## config.mk

```make
export PLATFORM = sky130hd
export DESIGN_NAME = booth_mul_arbiter
export DESIGN_NICKNAME = d
export VERILOG_FILES = /design/src/rtl/booth_pkg.sv /design/src/rtl/rr_pick.sv /design/src/rtl/booth_mul_arbiter.sv
export SDC_FILE = /design/constraint.sdc
export NUM_CORES = 1
export LEC_CHECK = 0
export BUFFER_PORTS_ARGS = -buffer_cell sky130_fd_sc_hd__buf_2
export CAP_MARGIN = 20
export CORE_MARGIN = 5
export CORE_UTILIZATION = 48
export CTS_BUF_LIST = sky130_fd_sc_hd__clkbuf_4
export CTS_CLUSTER_SIZE = 10
export DETAILED_ROUTE_END_ITERATION = 16
export PLACE_DENSITY = 0.83
export SLEW_MARGIN = 20
export SYNTH_ARGS = -nofsm -noshare
export SYNTH_HDL_FRONTEND = slang
export SYNTH_SLANG_ARGS = --single-unit
```

## constraint.sdc

```tcl
create_clock -name clk -period 2.4 [get_ports clk]
set_clock_uncertainty 0.1 [all_clocks]
set_input_delay 0.24 -clock clk [delete_from_list [all_inputs] [get_ports clk]]
set_output_delay 0.24 -clock clk [all_outputs]
set_load 0.01 [all_outputs]
```

## src/rtl/booth_pkg.sv

```systemverilog
// booth_pkg: shared states and widths for the shared Booth multiplier arbiter
package booth_pkg;
  typedef enum logic [2:0] {IDLE, LOAD_A, LOAD_B, WAIT, RESP} state_e;
  localparam int OPW = 8;
  localparam int PRW = 16;
  localparam int DEF_TIMEOUT = 64;
endpackage

```

## src/rtl/rr_pick.sv

```systemverilog
// rr_pick: combinational round-robin select, searching upward from ptr_i modulo N
module rr_pick #(
  parameter int N  = 4,
  parameter int IW = 2
) (
  input  logic [N-1:0]  req_i,
  input  logic [IW-1:0] ptr_i,
  output logic [N-1:0]  gnt_o,
  output logic [IW-1:0] idx_o,
  output logic          any_o
);
  logic [N-1:0] rot;
  // rotate so ptr_i lands at bit 0, then the lowest set bit is the winner
  always_comb begin
    rot = N'({req_i, req_i} >> ptr_i);
    idx_o = '0;
    any_o = 1'b0;
    for (int k = N - 1; k >= 0; k--) begin
      if (rot[k]) begin
        idx_o = IW'((int'(ptr_i) + k) % N);
        any_o = 1'b1;
      end
    end
    gnt_o = any_o ? N'(1) << idx_o : '0;
  end
endmodule

```

## src/rtl/booth_mul_arbiter.sv

```systemverilog
// booth_mul_arbiter: round-robin sharing of one byte-serial Booth multiplier with a watchdog
module booth_mul_arbiter
  import booth_pkg::*;
#(
  parameter int NREQ    = 4,
  parameter int IDW     = 2,
  parameter int TIMEOUT = DEF_TIMEOUT
) (
  input  logic                clk,
  input  logic                rst_n,
  input  logic [NREQ-1:0]     req_valid,
  output logic [NREQ-1:0]     req_ready,
  input  logic [OPW*NREQ-1:0] req_a,
  input  logic [OPW*NREQ-1:0] req_b,
  output logic                rsp_valid,
  input  logic                rsp_ready,
  output logic [PRW-1:0]      rsp_data,
  output logic [IDW-1:0]      rsp_id,
  output logic                rsp_err,
  output logic                mul_start,
  output logic [OPW-1:0]      mul_data,
  input  logic                mul_done,
  input  logic [PRW-1:0]      mul_result,
  output logic                busy
);
  localparam int WW = $clog2(TIMEOUT);
  state_e          state_q, state_d;
  logic [IDW-1:0]  rr_q, rr_d, id_q, id_d, pick_idx;
  logic [NREQ-1:0] pick_gnt;
  logic            pick_any;
  logic [OPW-1:0]  a_q, a_d, b_q, b_d;
  logic [PRW-1:0]  res_q, res_d;
  logic            err_q, err_d;
  logic [WW-1:0]   wd_q, wd_d;

  rr_pick #(.N(NREQ), .IW(IDW)) u_pick (
    .req_i (req_valid),
    .ptr_i (rr_q),
    .gnt_o (pick_gnt),
    .idx_o (pick_idx),
    .any_o (pick_any)
  );

  assign req_ready = (state_q == IDLE) ? pick_gnt : '0;
  assign mul_start = state_q == LOAD_A;
  assign mul_data  = (state_q == LOAD_A) ? a_q : (state_q == LOAD_B) ? b_q : '0;
  assign rsp_valid = state_q == RESP;
  assign rsp_data  = res_q;
  assign rsp_id    = id_q;
  assign rsp_err   = err_q;
  assign busy      = state_q != IDLE;

  // next-state: grant, operand sequencing, wait with watchdog, hold response
  always_comb begin
    state_d = state_q;
    rr_d    = rr_q;
    id_d    = id_q;
    a_d     = a_q;
    b_d     = b_q;
    res_d   = res_q;
    err_d   = err_q;
    wd_d    = wd_q;
    case (state_q)
      IDLE: begin
        if (pick_any) begin
          a_d     = req_a[int'(pick_idx)*OPW +: OPW];
          b_d     = req_b[int'(pick_idx)*OPW +: OPW];
          id_d    = pick_idx;
          rr_d    = (pick_idx == IDW'(NREQ - 1)) ? '0 : pick_idx + 1'b1;
          state_d = LOAD_A;
        end
      end
      LOAD_A: state_d = LOAD_B;
      LOAD_B: begin
        wd_d    = '0;
        state_d = WAIT;
      end
      WAIT: begin
        if (mul_done) begin
          res_d   = mul_result;
          err_d   = 1'b0;
          state_d = RESP;
        end else if (wd_q == WW'(TIMEOUT - 1)) begin
          res_d   = '0;
          err_d   = 1'b1;
          state_d = RESP;
        end else begin
          wd_d = wd_q + 1'b1;
        end
      end
      RESP: state_d = rsp_ready ? IDLE : RESP;
      default: state_d = IDLE;
    endcase
  end

  // state and latches; reset aborts any transaction without a response
  always_ff @(posedge clk or negedge rst_n) begin
    if (!rst_n) begin
      state_q <= IDLE;
      rr_q    <= '0;
      id_q    <= '0;
      a_q     <= '0;
      b_q     <= '0;
      res_q   <= '0;
      err_q   <= 1'b0;
      wd_q    <= '0;
    end else begin
      state_q <= state_d;
      rr_q    <= rr_d;
      id_q    <= id_d;
      a_q     <= a_d;
      b_q     <= b_d;
      res_q   <= res_d;
      err_q   <= err_d;
      wd_q    <= wd_d;
    end
  end
endmodule

```

# [Yosys cells after proc, flatten, opt, wreduce, memory -nomap -nowiden]
# Index checks and enable logic that the tools add are counted.
# W data, S select, Z words.
[totals] ff_bits=46 in_bits=88 output_inout_bits=34 word_cells=60
[classes] n_addsub=5 eq_ne=10 n_shift=4 mux=25 n_reduce_logical=8
[ops] operator="$shiftx A32 B6 Y8" n=2
[ops] operator="$mux W16" n=2
[ops] operator="$mux W8" n=2
[ops] operator="$pmux W3 S5" n=1
[ops] operator="$mux W3" n=4
[ops] operator="$mux W6" n=2
[ops] operator="$pmux W6 S2" n=1
[ops] operator="$mux W2" n=5
[ops] operator="$mux W4" n=2
[ops] operator="$shr A8 B2 Y4" n=1
[ops] operator="$add A6 B1 Y6 const B" n=1
[ops] operator="$eq A3 B2 Y1 const B" n=2
[ops] operator="$eq A6 B6 Y1 const B" n=1
[ops] operator="$mux W1" n=6
[ops] operator="$ne A2 B2 Y1 const B" n=3
[ops] operator="$reduce_and A2 Y1" n=3
[ops] operator="$add A2 B1 Y2 const B" n=2
[ops] operator="$add A2 B2 Y2 const B" n=2
[ops] operator="$reduce_bool A2 Y1" n=2
[ops] operator="$shl A1 B2 Y4 const A" n=1
[ops] operator="$eq A3 B1 Y1 const B" n=1
[ops] operator="$eq A3 B3 Y1 const B" n=1
[ops] operator="$logic_not A3 Y1" n=1
[ops] operator="$ne A3 B3 Y1 const B" n=1
[ops] operator="3 further kinds" n=3

# [Logic depth before layout (Yosys ltp)]
# Gate-level depths: netlist of the first run.
[logic_depth] depth_word=8 ltp_mapped=8 depth_no_buf=6

# [Modules after synthesis]
# From an unflattened synthesis of the first run, not the netlist that was laid out.
[hier_totals] cells_unflattened=220 hier_area_um2=2643.8
[by_module_without_submodules] mod="booth_mul_arbiter" instances=1 cells_per_inst=188 area_per_inst_um2=2436.1 seq_area_each_um2=1151.1
[by_module_without_submodules] mod="rr_pick" instances=1 cells_per_inst=32 area_per_inst_um2=207.7 seq_area_each_um2=0.0

# [Worst setup path after synthesis of the first run]
# No wires, ideal clock.
[synth_timing] path_type="register to output" start="register rr_q[1]" end="output req_ready[3]" arrival_ps=1484 required_ps=2060 setup_slack_ps=576 stages_incl_launch_ff=8 n_path_buf=2 path_cell_list="dfrtp_1 a21o_1 a21oi_1 o22a_1 buf_6 buf_8 ha_1 and3_1"
[synth_via] elab_chain_cells=8 word_cells_on_any_way=15 classes_between="add/sub: 3; shift: 2; mux: 10"
[synth_rtl] item="start: declaration" line="booth_mul_arbiter.sv:28" text="logic [IDW-1:0] rr_q, rr_d, id_q, id_d, pick_idx;"
[synth_rtl] item="start signal: assignment" line="booth_mul_arbiter.sv:109" text="rr_q <= rr_d;"
[synth_rtl] item="$add A2 B2 Y2 / $shr A8 B2 Y4 (equally long branches)" line="rr_pick.sv:20, rr_pick.sv:15"
[synth_rtl] item="$mux W2 (4 in a row)" line="rr_pick.sv:19" text="if (rot[k]) begin"
[synth_rtl] item="$shl A1 B2 Y4" line="rr_pick.sv:24" text="gnt_o = any_o ? N'(1) << idx_o : '0;"
[synth_rtl] item="$mux W4 (*)" line="rr_pick.sv:24"
[synth_rtl] item="$mux W4 (*)" line="booth_mul_arbiter.sv:44" text="assign req_ready = (state_q == IDLE) ? pick_gnt : '0;"
[synth_rtl] item="end: declaration" line="booth_mul_arbiter.sv:12" text="output logic [NREQ-1:0] req_ready,"
# Every way passes the cells marked *; elsewhere a longest branch is shown, timed or not.

# [Worst setup path in the final report of the first run]
# Ends and elaborated chain as after synthesis.

==> out/metrics.csv, run 1 <==
metric,value,unit
type of the worst setup path,reg -> out,
total of max-cap violations,0,
register bit count reported by yosys,46,
clock tree buffer depth,2,
I/O Buffers,121,
biggest fanout along the worst timing path,18,
leading area contributor after synthesis,dfrtp_1,
Placeable Area,5170,sq um
internal power,2310,uW
count of unresolved DRC violations after routing,0,
TritonCTS buffer count,5,
instance area after placement,3180,sq um
H-tree levels,2,
area occupied by multi-input gates,1240,sq um
WL/cell,15.6,microns
DR vias,2309,
Worst Hold Path EP,b_q[2],
aggregate negative setup slack,0,ns
Synth-to-Final Area Change,35.2,%
most frequent cells in the layout,"121 x buf_2, 46 x dfrtp_1, 32 x mux2i_1",
total wire length after detailed routing,6840,microns
Filler Cells Inserted,404,
IR Drop Worst-Case VDD,599,uV
switching part of the total power,0.406,
average footprint of a synthesized cell,11.4,sq um
number of warnings printed during yosys synthesis,0,
cell count after synthesis,227,
Yosys top cell area share,0.446,
pin count of the biggest net entering global routing,47,
die footprint,6940,sq um
via count of the first global-routing pass,2463,
Die Span X,83.3,microns
clock root buffer,clkbuf_4,
fraction of final layout cells sized beyond drive strength 1,0.443,
path type of the worst min-delay path,in -> reg,
source of the worst hold timing path,req_b[10],
Final Power,3890,uW
TritonCTS clock tree,done,
power share of the sequential group,0.346,
Worst Hold Path Cells,3,
via-per-instance ratio,5.27,
Synth Cell Area,2580,sq um
number of failing setup endpoints in the final timing report,0,
sequential-to-total area share from yosys stat,0.446,
total number of nets in the final design,457,
ports placed on the boundary,122,
post-synthesis net count,317,
number of max-slew violations in the final report,0,
Vert. Die Dim,83.3,microns
remaining antenna violation count after routing,0,
initial antenna violation count,0,
total global routing overflow,0,
critical path's largest stage delay,0.44,ns
synth unique cells,38,
Pwr Density,1110,nW/um^2
Switching Power,1580,uW
post-detailed-placement half-perimeter wirelength,4820,microns
cell chain of the critical path,"a21o_1, a21oi_1, o22a_2, buf_12, ha_1, and3_1, buf_2",
Fin. Hold Viols,0,
CP Launch Type,flop,
Antenna diodes,0,
Worst Slack Setup Final,0.107,ns
Reg area,1150,sq um
GPL Wtd Cong,0.776,
"Data arrival, critical path",1.95,ns
Worst R2R Setup Slack,0.52,ns
clock latency at the later pin of the worst-skew pair,0.37,ns
clock share of power,0.127,
critical path required time,2.06,ns
master of the slowest instance on the critical path,dfrtp_1,
part of the cycle the worst path needs,0.956,
transition time at the pin with the least slew margin,0.599,ns
wire length of the first global-routing pass,11600,microns
Final Instance Area,3490,sq um
Initial Utilization,0.499,
Worst R2R Start,wd_q[0],
result of the run,completed,
Worst Reg-to-Reg Cells,4,
worst setup slack before clock tree synthesis,0.439,ns
maximum frequency from static timing analysis,0.436,GHz
overall fraction of global-route tracks in use,0.199,
clock period minus final worst setup slack,2.29,ns
Slew HR,0.601,
endpoint of the lowest-slack register-to-register path,rsp_data[7],
number of detailed-routing iterations run before antenna repair,4,
power share of the combinational group,0.527,
violation count after the first detailed-routing iteration,66,
Critical Path Sink Type,output port,
leading cell types by total area after synthesis,"dfrtp_1 45%, mux2i_1 12%, a22o_1 9.2%",
Clock Sink Count,46,
"most common cell after layout, fill and taps aside",buf_2,
number of placement rows,26,
leakage power of the design,0.00180,uW
clock-pin slew on the worst setup and hold paths,0.15,ns
==> critical path: cells and delay by family, from the launching register on <==
kind,cells,cell delay (ns)
adders and majority gates,1,0.18
AOI/OAI and AO/OA,3,0.48
buffers and inverters,2,0.31
and+or+nand+nor,1,0.17
DFF,1,0.44
==> cells by family after synthesis <==
| family | after synthesis | share of synthesized area |
|---|---|---|
| xor gates and xnor gates | 3 | 0.0102 |
| AOI/OAI and AO/OA | 63 | 0.222 |
| adders and majority gates | 2 | 0.00970 |
| muxes | 33 | 0.129 |
| DFF | 46 | 0.446 |
| buffers and inverters | 25 | 0.0742 |
| and+or+nand+nor | 55 | 0.109 |
==> power by group through the flow <==
stage	clock network, uW	logic (uW)	registers (uW)
after CTS	507	2010	1340
after detailed placement	0	1960	1360
after floorplan	0	1400	1390
final	493	2050	1340
after global placement	0	1920	1330
after global routing	546	2250	1390
==> state kept, by name, summed over array words and instances (netlist names) <==
register  flops
rsp_err       1
a_q           8
rsp_data     16
rr_q          2
wd_q          6
rsp_id        2
state_q       3
b_q           8
==> final cells by class <==
class	count	area share
multi-input cells	156	0.355
flip-flops and latches	46	0.330
repair buffers	149	0.255
well taps	70	0.0251
clock inverters	3	0.0140
clock buffers	5	0.0108
inverters	9	0.00968
==> layer usage <==
layer | wire length, microns | global-route usage
met5 | 0 | 0
met4 | 72 | 0.0401
met3 | 536 | 0.0594
met2 | 3460 | 0.348
met1 | 2770 | 0.241
==> timing repair <==
item,in CTS,in global routing
gates resized for setup,0,0
buffers inserted,0,2
hold endpoints to repair,63,0
endpoints found under the setup margin,0,1
hold buffers,18,0
==> synth_stat cells, drive strengths merged <==
library cell	number
inv	8
nand2b	4
nor2b	1
mux2i	32
and3	3
a21oi	7
buf	14
mux2	1
a211oi	4
nand3	4
clkbuf	2
nand2	25
clkinv	1
o221ai	16
nor2	14
nor3b	1
xnor2	3
a22o	27
or2	1
ha	2
o22ai	2
a31o	2
o21ai	3
a21o	1
nor3	1
o22a	1
dfrtp	46
or4	1
==> through the flow <==
step / cells / hold WS (ns) / util
after floorplan: 227 / -0.156 / -
after global placement: 409 / 0.258 / 0.615
after detailed placement: 409 / 0.263 / 0.615
after CTS: 435 / 0.0668 / 0.667
after global routing: 438 / 0.0663 / 0.674
final: 438 / 0.0753 / 0.674
==> worst max-delay path by stage <==
stage	endpoint	cells past startpoint	from
2_1_floorplan	req_ready[3]	7	rr_q[1]
3_3_place_gp	req_ready[3]	7	rr_q[1]
3_5_place_dp	req_ready[3]	7	rr_q[1]
4_1_cts	req_ready[3]	7	rr_q[1]
5_1_grt	req_ready[3]	7	rr_q[1]
6_report	req_ready[3]	7	rr_q[1]
Power figures use the tool's default switching activity.
==> run 2, diff against run 1 <==
PLACE_DENSITY = default   (was 0.83)
PLACE_DENSITY_LB_ADDON = 0.2   (was default)
SLEW_MARGIN = 40   (was 20)
==> run 2 against run 1 <==
Compared with the run above: setup slack gained 0.049 ns; fmax grew 2.2%; die area is the same; sequential cell count is the same; utilization shrank 0.92 points; global-route usage grew 0.18 points; clock power shrank 21%; register-to-register slack lost 0.09 ns; cell count shrank 0.46%; largest power group unchanged.
==> out/metrics.csv, run 2 (synthesis results as in run 1) <==
metric,value,unit,change
total of max-cap violations,0,,unchanged
CP Launch Type,flop,,
post-detailed-placement half-perimeter wirelength,5110,microns,+6.1%
total global routing overflow,0,,unchanged
clock period minus final worst setup slack,2.24,ns,-0.0495 ns
via count of the first global-routing pass,2367,,-3.9%
worst setup slack before clock tree synthesis,0.393,ns,-0.0458 ns
total wire length after detailed routing,6860,microns,+0.32%
Die Span X,83.3,microns,unchanged
leakage power of the design,0.00177,uW,-1.7%
Fin. Hold Viols,0,,unchanged
number of max-slew violations in the final report,0,,unchanged
transition time at the pin with the least slew margin,0.644,ns,+0.0450 ns
number of failing setup endpoints in the final timing report,0,,unchanged
maximum frequency from static timing analysis,0.446,GHz,+2.2%
Worst Slack Setup Final,0.156,ns,+0.0495 ns
number of placement rows,26,,unchanged
type of the worst setup path,reg -> out,,
Critical Path Sink Type,output port,,
via-per-instance ratio,5.27,,about the same
clock latency at the later pin of the worst-skew pair,0.35,ns,-0.02 ns
I/O Buffers,121,,unchanged
Placeable Area,5170,sq um,unchanged
H-tree levels,2,,unchanged
Slew HR,0.571,,-0.0300
initial antenna violation count,0,,unchanged
violation count after the first detailed-routing iteration,91,,+38%
overall fraction of global-route tracks in use,0.201,,+0.00184
clock root buffer,clkbuf_4,,
count of unresolved DRC violations after routing,0,,unchanged
Filler Cells Inserted,422,,+4.5%
clock-pin slew on the worst setup and hold paths,0.15,ns,about the same
endpoint of the lowest-slack register-to-register path,b_q[1],,
result of the run,completed,,
TritonCTS buffer count,5,,unchanged
pin count of the biggest net entering global routing,28,,-40%
flip-flop count of the largest register after layout,16,,unchanged
DR vias,2298,,-0.48%
utilization after layout,0.665,,-0.00919
most frequent cells in the layout,"121 x buf_2, 46 x dfrtp_1, 32 x mux2i_1",,
path type of the worst min-delay path,in -> reg,,
Vert. Die Dim,83.3,microns,unchanged
"most common cell after layout, fill and taps aside",buf_2,,
WL/cell,15.7,microns,+0.78%
GPL Wtd Cong,0.807,,+4.0%
total number of nets in the final design,455,,-0.44%
number of detailed-routing iterations run before antenna repair,4,,unchanged
wire length of the first global-routing pass,11400,microns,-1.3%
die footprint,6940,sq um,unchanged
"Data arrival, critical path",1.90,ns,-0.05 ns
Pwr Density,1090,nW/um^2,-2.5%
setup repair bufs after CTS,0,,unchanged
fraction of final layout cells sized beyond drive strength 1,0.443,,about the same
destination of the critical timing path,req_ready[3],,
setup repair after global routing missed its margin,false,,
Worst R2R Start,rr_q[1],,
IR Drop Worst-Case VDD,482,uV,-20%
worst hold-check slack,0.0884,ns,+0.0131 ns
Worst Reg-to-Reg Cells,6,,+2
remaining antenna violation count after routing,0,,unchanged
critical path required time,2.06,ns,about the same
Clock Sink Count,46,,unchanged
ports placed on the boundary,122,,unchanged
Antenna diodes,0,,unchanged
Initial Utilization,0.499,,unchanged
clock tree buffer depth,2,,unchanged
Worst R2R Setup Slack,0.43,ns,-0.09 ns
biggest fanout along the worst timing path,10,,-8
aggregate negative setup slack,0,ns,unchanged
origin of the worst setup path,rr_q[1],,
part of the cycle the worst path needs,0.935,,-0.0206
Synth-to-Final Area Change,33.4,%,
TritonCTS clock tree,done,,
==> run 2: cell types whose count changed in the layout (fill, tap and decap cells not counted) <==
cell	before	now
inv_6	0	1
nand2b_2	0	1
o22a_2	1	0
inv_8	1	0
o22a_4	0	1
bufinv_16	1	0
nand2b_1	3	2
buf_4	8	7
clkinvlp_4	1	2
clkbuf_16	1	0
==> run 2: power by group <==
group	internal, uW	switching (uW)
Sequential	1120	231
Combinational	930	1070
Clock	118	273
==> run 2: worst min-delay path by stage <==
stage / from / to / cells past startpoint
2_1_floorplan: rst_n / a_q[0] / 0
3_3_place_gp: rst_n / wd_q[0] / 1
3_5_place_dp: rst_n / state_q[0] / 1
4_1_cts: req_b[10] / b_q[2] / 3
5_1_grt: req_b[15] / b_q[7] / 3
6_report: req_b[11] / b_q[3] / 3
==> run 2: per-stage QoR <==
| step | instances | instance area [sq um] | power (uW) |
|---|---|---|---|
| 2_1_floorplan | 227 | 2580 | 2790 |
| 4_1_cts | 436 | 3430 | 3750 |
| 3_5_place_dp | 410 | 3190 | 3330 |
| 5_1_grt | 436 | 3440 | 4020 |
| 6_report | 436 | 3440 | 3730 |
| 3_3_place_gp | 410 | 3190 | 3290 |
==> run 2: layout make-up <==
cell class | count | area [sq um] | share of cell area
Clock buffer | 5 | 37.5 | 0.0109
Clock inverter | 3 | 23.8 | 0.00691
Inverter | 9 | 33.8 | 0.00982
Multi-Input combinational cell | 156 | 1250 | 0.363
Sequential cell | 46 | 1150 | 0.335
Tap cell | 70 | 87.6 | 0.0255
Timing Repair Buffer | 147 | 858 | 0.249
==> run 2: timing repair <==
item / CTS / global route
hold buffers: 18 / 0
endpoints found under the hold margin: 39 / 0
gates resized for setup: 0 / 2
endpoints found under the setup margin: 0 / 8
==> run 2: critical path: stages, from the launching register on <==
cell and delay, ns:
dfrtp_1 0.47, a21o_1 0.18, a21oi_1 0.17, o22a_4 0.26, ha_1 0.19, and3_1 0.15, buf_2 0.13
==> run 2: per-layer routing <==
metal | vias to the layer above | wire, microns | track usage
li1 | 1119 | - | -
met1 | 1086 | 2730 | 0.245
met2 | 87 | 3600 | 0.353
met3 | 6 | 475 | 0.0515
met4 | 0 | 62 | 0.0461
met5 | - | 0 | 0
==> run 3, diff against run 2 <==
GPL_TIMING_DRIVEN = 0   (was default)
==> run 3 against run 2 <==
Compared with the run above: register-to-register slack lost 0.13 ns; sequential power about the same; sequential cell count is the same; largest power group unchanged; highest routed layer unchanged.
==> out/metrics.csv, run 3 (synthesis results as in run 1) <==
metric,value,unit,change
aggregate negative setup slack,0,ns,unchanged
"most common cell after layout, fill and taps aside",buf_2,,
total number of nets in the final design,464,,+2.0%
count of unresolved DRC violations after routing,0,,unchanged
Pwr Density,1090,nW/um^2,+0.88%
WL met3,453,microns,-4.6%
part of the cycle the worst path needs,0.948,,+0.0134
ports placed on the boundary,122,,unchanged
H-tree levels,2,,unchanged
clock latency at the later pin of the worst-skew pair,0.37,ns,+0.02 ns
setup repair after global routing missed its margin,true,,
TritonCTS clock tree,done,,
fraction of final layout cells sized beyond drive strength 1,0.456,,+0.0134
wire length of the first global-routing pass,12100,microns,+5.6%
overall fraction of global-route tracks in use,0.214,,+0.0136
CP Launch Type,flop,,
DR vias,2329,,+1.3%
TritonCTS buffer count,5,,unchanged
critical path's largest stage delay,0.41,ns,-0.06 ns
number of max-slew violations in the final report,0,,unchanged
top layer in use,met4,,
transition time at the pin with the least slew margin,0.643,ns,-0.000543 ns
leakage power of the design,0.00183,uW,+3.1%
Die Span X,83.3,microns,unchanged
path type of the worst min-delay path,in -> reg,,
Vert. Die Dim,83.3,microns,unchanged
number of detailed-routing iterations run before antenna repair,4,,unchanged
flip-flop count of the largest register after layout,16,,unchanged
"Data arrival, critical path",1.94,ns,+0.04 ns
clock tree buffer depth,2,,unchanged
initial antenna violation count,0,,unchanged
Fin. Hold Viols,0,,unchanged
Final Instance Area,3530,sq um,+2.6%
pin count of the biggest net entering global routing,47,,+68%
Synth-to-Final Area Change,36.8,%,
WL/cell,16.1,microns,+2.0%
instance area after placement,3280,sq um,+2.7%
biggest fanout along the worst timing path,10,,unchanged
Detail Route met2 WL,3820,microns,+6.2%
number of failing setup endpoints in the final timing report,0,,unchanged
total wire length after detailed routing,7150,microns,+4.2%
Critical Path Sink Type,output port,,
critical path required time,2.06,ns,about the same
cell chain of the critical path,"nand2b_1, a21oi_1, a211oi_2, nand2b_4, buf_8, buf_12, nor2_1, buf_2",,
Placeable Area,5170,sq um,unchanged
via-per-instance ratio,5.23,,-0.70%
wl on met1,2770,microns,+1.5%
clock-pin slew on the worst setup and hold paths,0.14,ns,about the same
GPL Wtd Cong,0.752,,-6.8%
result of the run,completed,,
Clock Sink Count,46,,unchanged
via count of the first global-routing pass,2492,,+5.3%
worst path buffer plus inverter count,3,,+2
violation count after the first detailed-routing iteration,71,,-22%
cell family contributing the most delay on the critical path,buffers and inverters,,
remaining antenna violation count after routing,0,,unchanged
Antenna diodes,0,,unchanged
Filler Cells Inserted,417,,-1.2%
most frequent cells in the layout,"125 x buf_2, 44 x dfrtp_1, 32 x mux2i_1",,
Initial Utilization,0.499,,unchanged
total of max-cap violations,0,,unchanged
IR Drop Worst-Case VDD,520,uV,+8.1%
die footprint,6940,sq um,unchanged
clock root buffer,clkbuf_4,,
clock period minus final worst setup slack,2.28,ns,+0.0321 ns
type of the worst setup path,reg -> out,,
maximum frequency from static timing analysis,0.439,GHz,-1.4%
total global routing overflow,0,,unchanged
master of the slowest instance on the critical path,dfrtp_1,,
Slew HR,0.569,,-0.00152
post-detailed-placement half-perimeter wirelength,5220,microns,+2.3%
I/O Buffers,121,,unchanged
number of placement rows,26,,unchanged
-- run 3: changes by cell type in the layout (fill, tap and decap cells not counted), sizes merged --
cell,change
clkinvlp,-2
clkbuf,+4
clkinv,+2
inv,-1
buf,+6
-- run 3: layer usage --
layer	global-route usage	vias to the layer above
met4	0.0565	0
met3	0.0525	9
met1	0.252	1095
met2	0.387	85
met5	0	-
li1	-	1140
-- run 3: worst reg2reg max path, cell delays in order, from the launching register on --
cell and delay (ns):
dfrtp_1 0.41, a21o_1 0.16, a21oi_1 0.16, o22a_1 0.17, buf_6 0.18, buf_4 0.24
buf_12 0.18, mux2i_1 0.25, o221ai_2 0.11
-- run 3: report_power, final --
part | switching (uW) | internal (uW)
Combinational | 1110 | 1020
Clock | 256 | 127
Sequential | 233 | 1120
-- run 3: path summary, 6_finish.rpt --
path | depth (start not counted) | slack [ns] | end | from
max | 8 | 0.12 | req_ready[0] | rr_q[0]
min | 3 | 0.08 | b_q[7] | req_b[7]
max reg2reg | 8 | 0.30 | a_q[5] | rr_q[1]
min reg2reg | 2 | 0.40 | rsp_id[1] | rsp_id[1]
max in group asynchronous | 2 | 1.46 | state_q[2] | rst_n
min in group asynchronous | 2 | 0.29 | wd_q[4] | rst_n
-- run 3: area by class of cell --
cell class / count / area, sq um / share of cell area
buffer: 15 / 146 / 0.0415
clock inverter: 2 / 13.8 / 0.00390
clock buffer: 6 / 45.0 / 0.0128
multi-input combinational: 156 / 1250 / 0.353
tap: 70 / 87.6 / 0.0248
timing repair buffer: 141 / 803 / 0.228
inverter: 9 / 33.8 / 0.00957
sequential: 46 / 1150 / 0.327
-- run 3: metrics by stage --
| step | power (uW) | hold WS, ns | worst slack (ns) | utilization | instances |
|---|---|---|---|---|---|
| after floorplan | 2790 | -0.156 | 0.576 | - | 227 |
| after global routing | 4180 | 0.0593 | -0.0205 | 0.682 | 445 |
| after detailed placement | 3460 | 0.186 | 0.304 | 0.633 | 418 |
| final | 3860 | 0.0784 | 0.124 | 0.682 | 445 |
| after global placement | 3410 | 0.317 | 0.353 | 0.633 | 418 |
| after CTS | 3890 | 0.0671 | 0.0374 | 0.682 | 446 |
-- run 3: repair_timing --
action                     4_1_cts  5_1_grt
setup endpoints to repair        1       11
pin swaps                        0        3
resized for setup                0        7
hold buffers                    18        0
hold endpoints to repair        63        0
setup buffers                    2        0
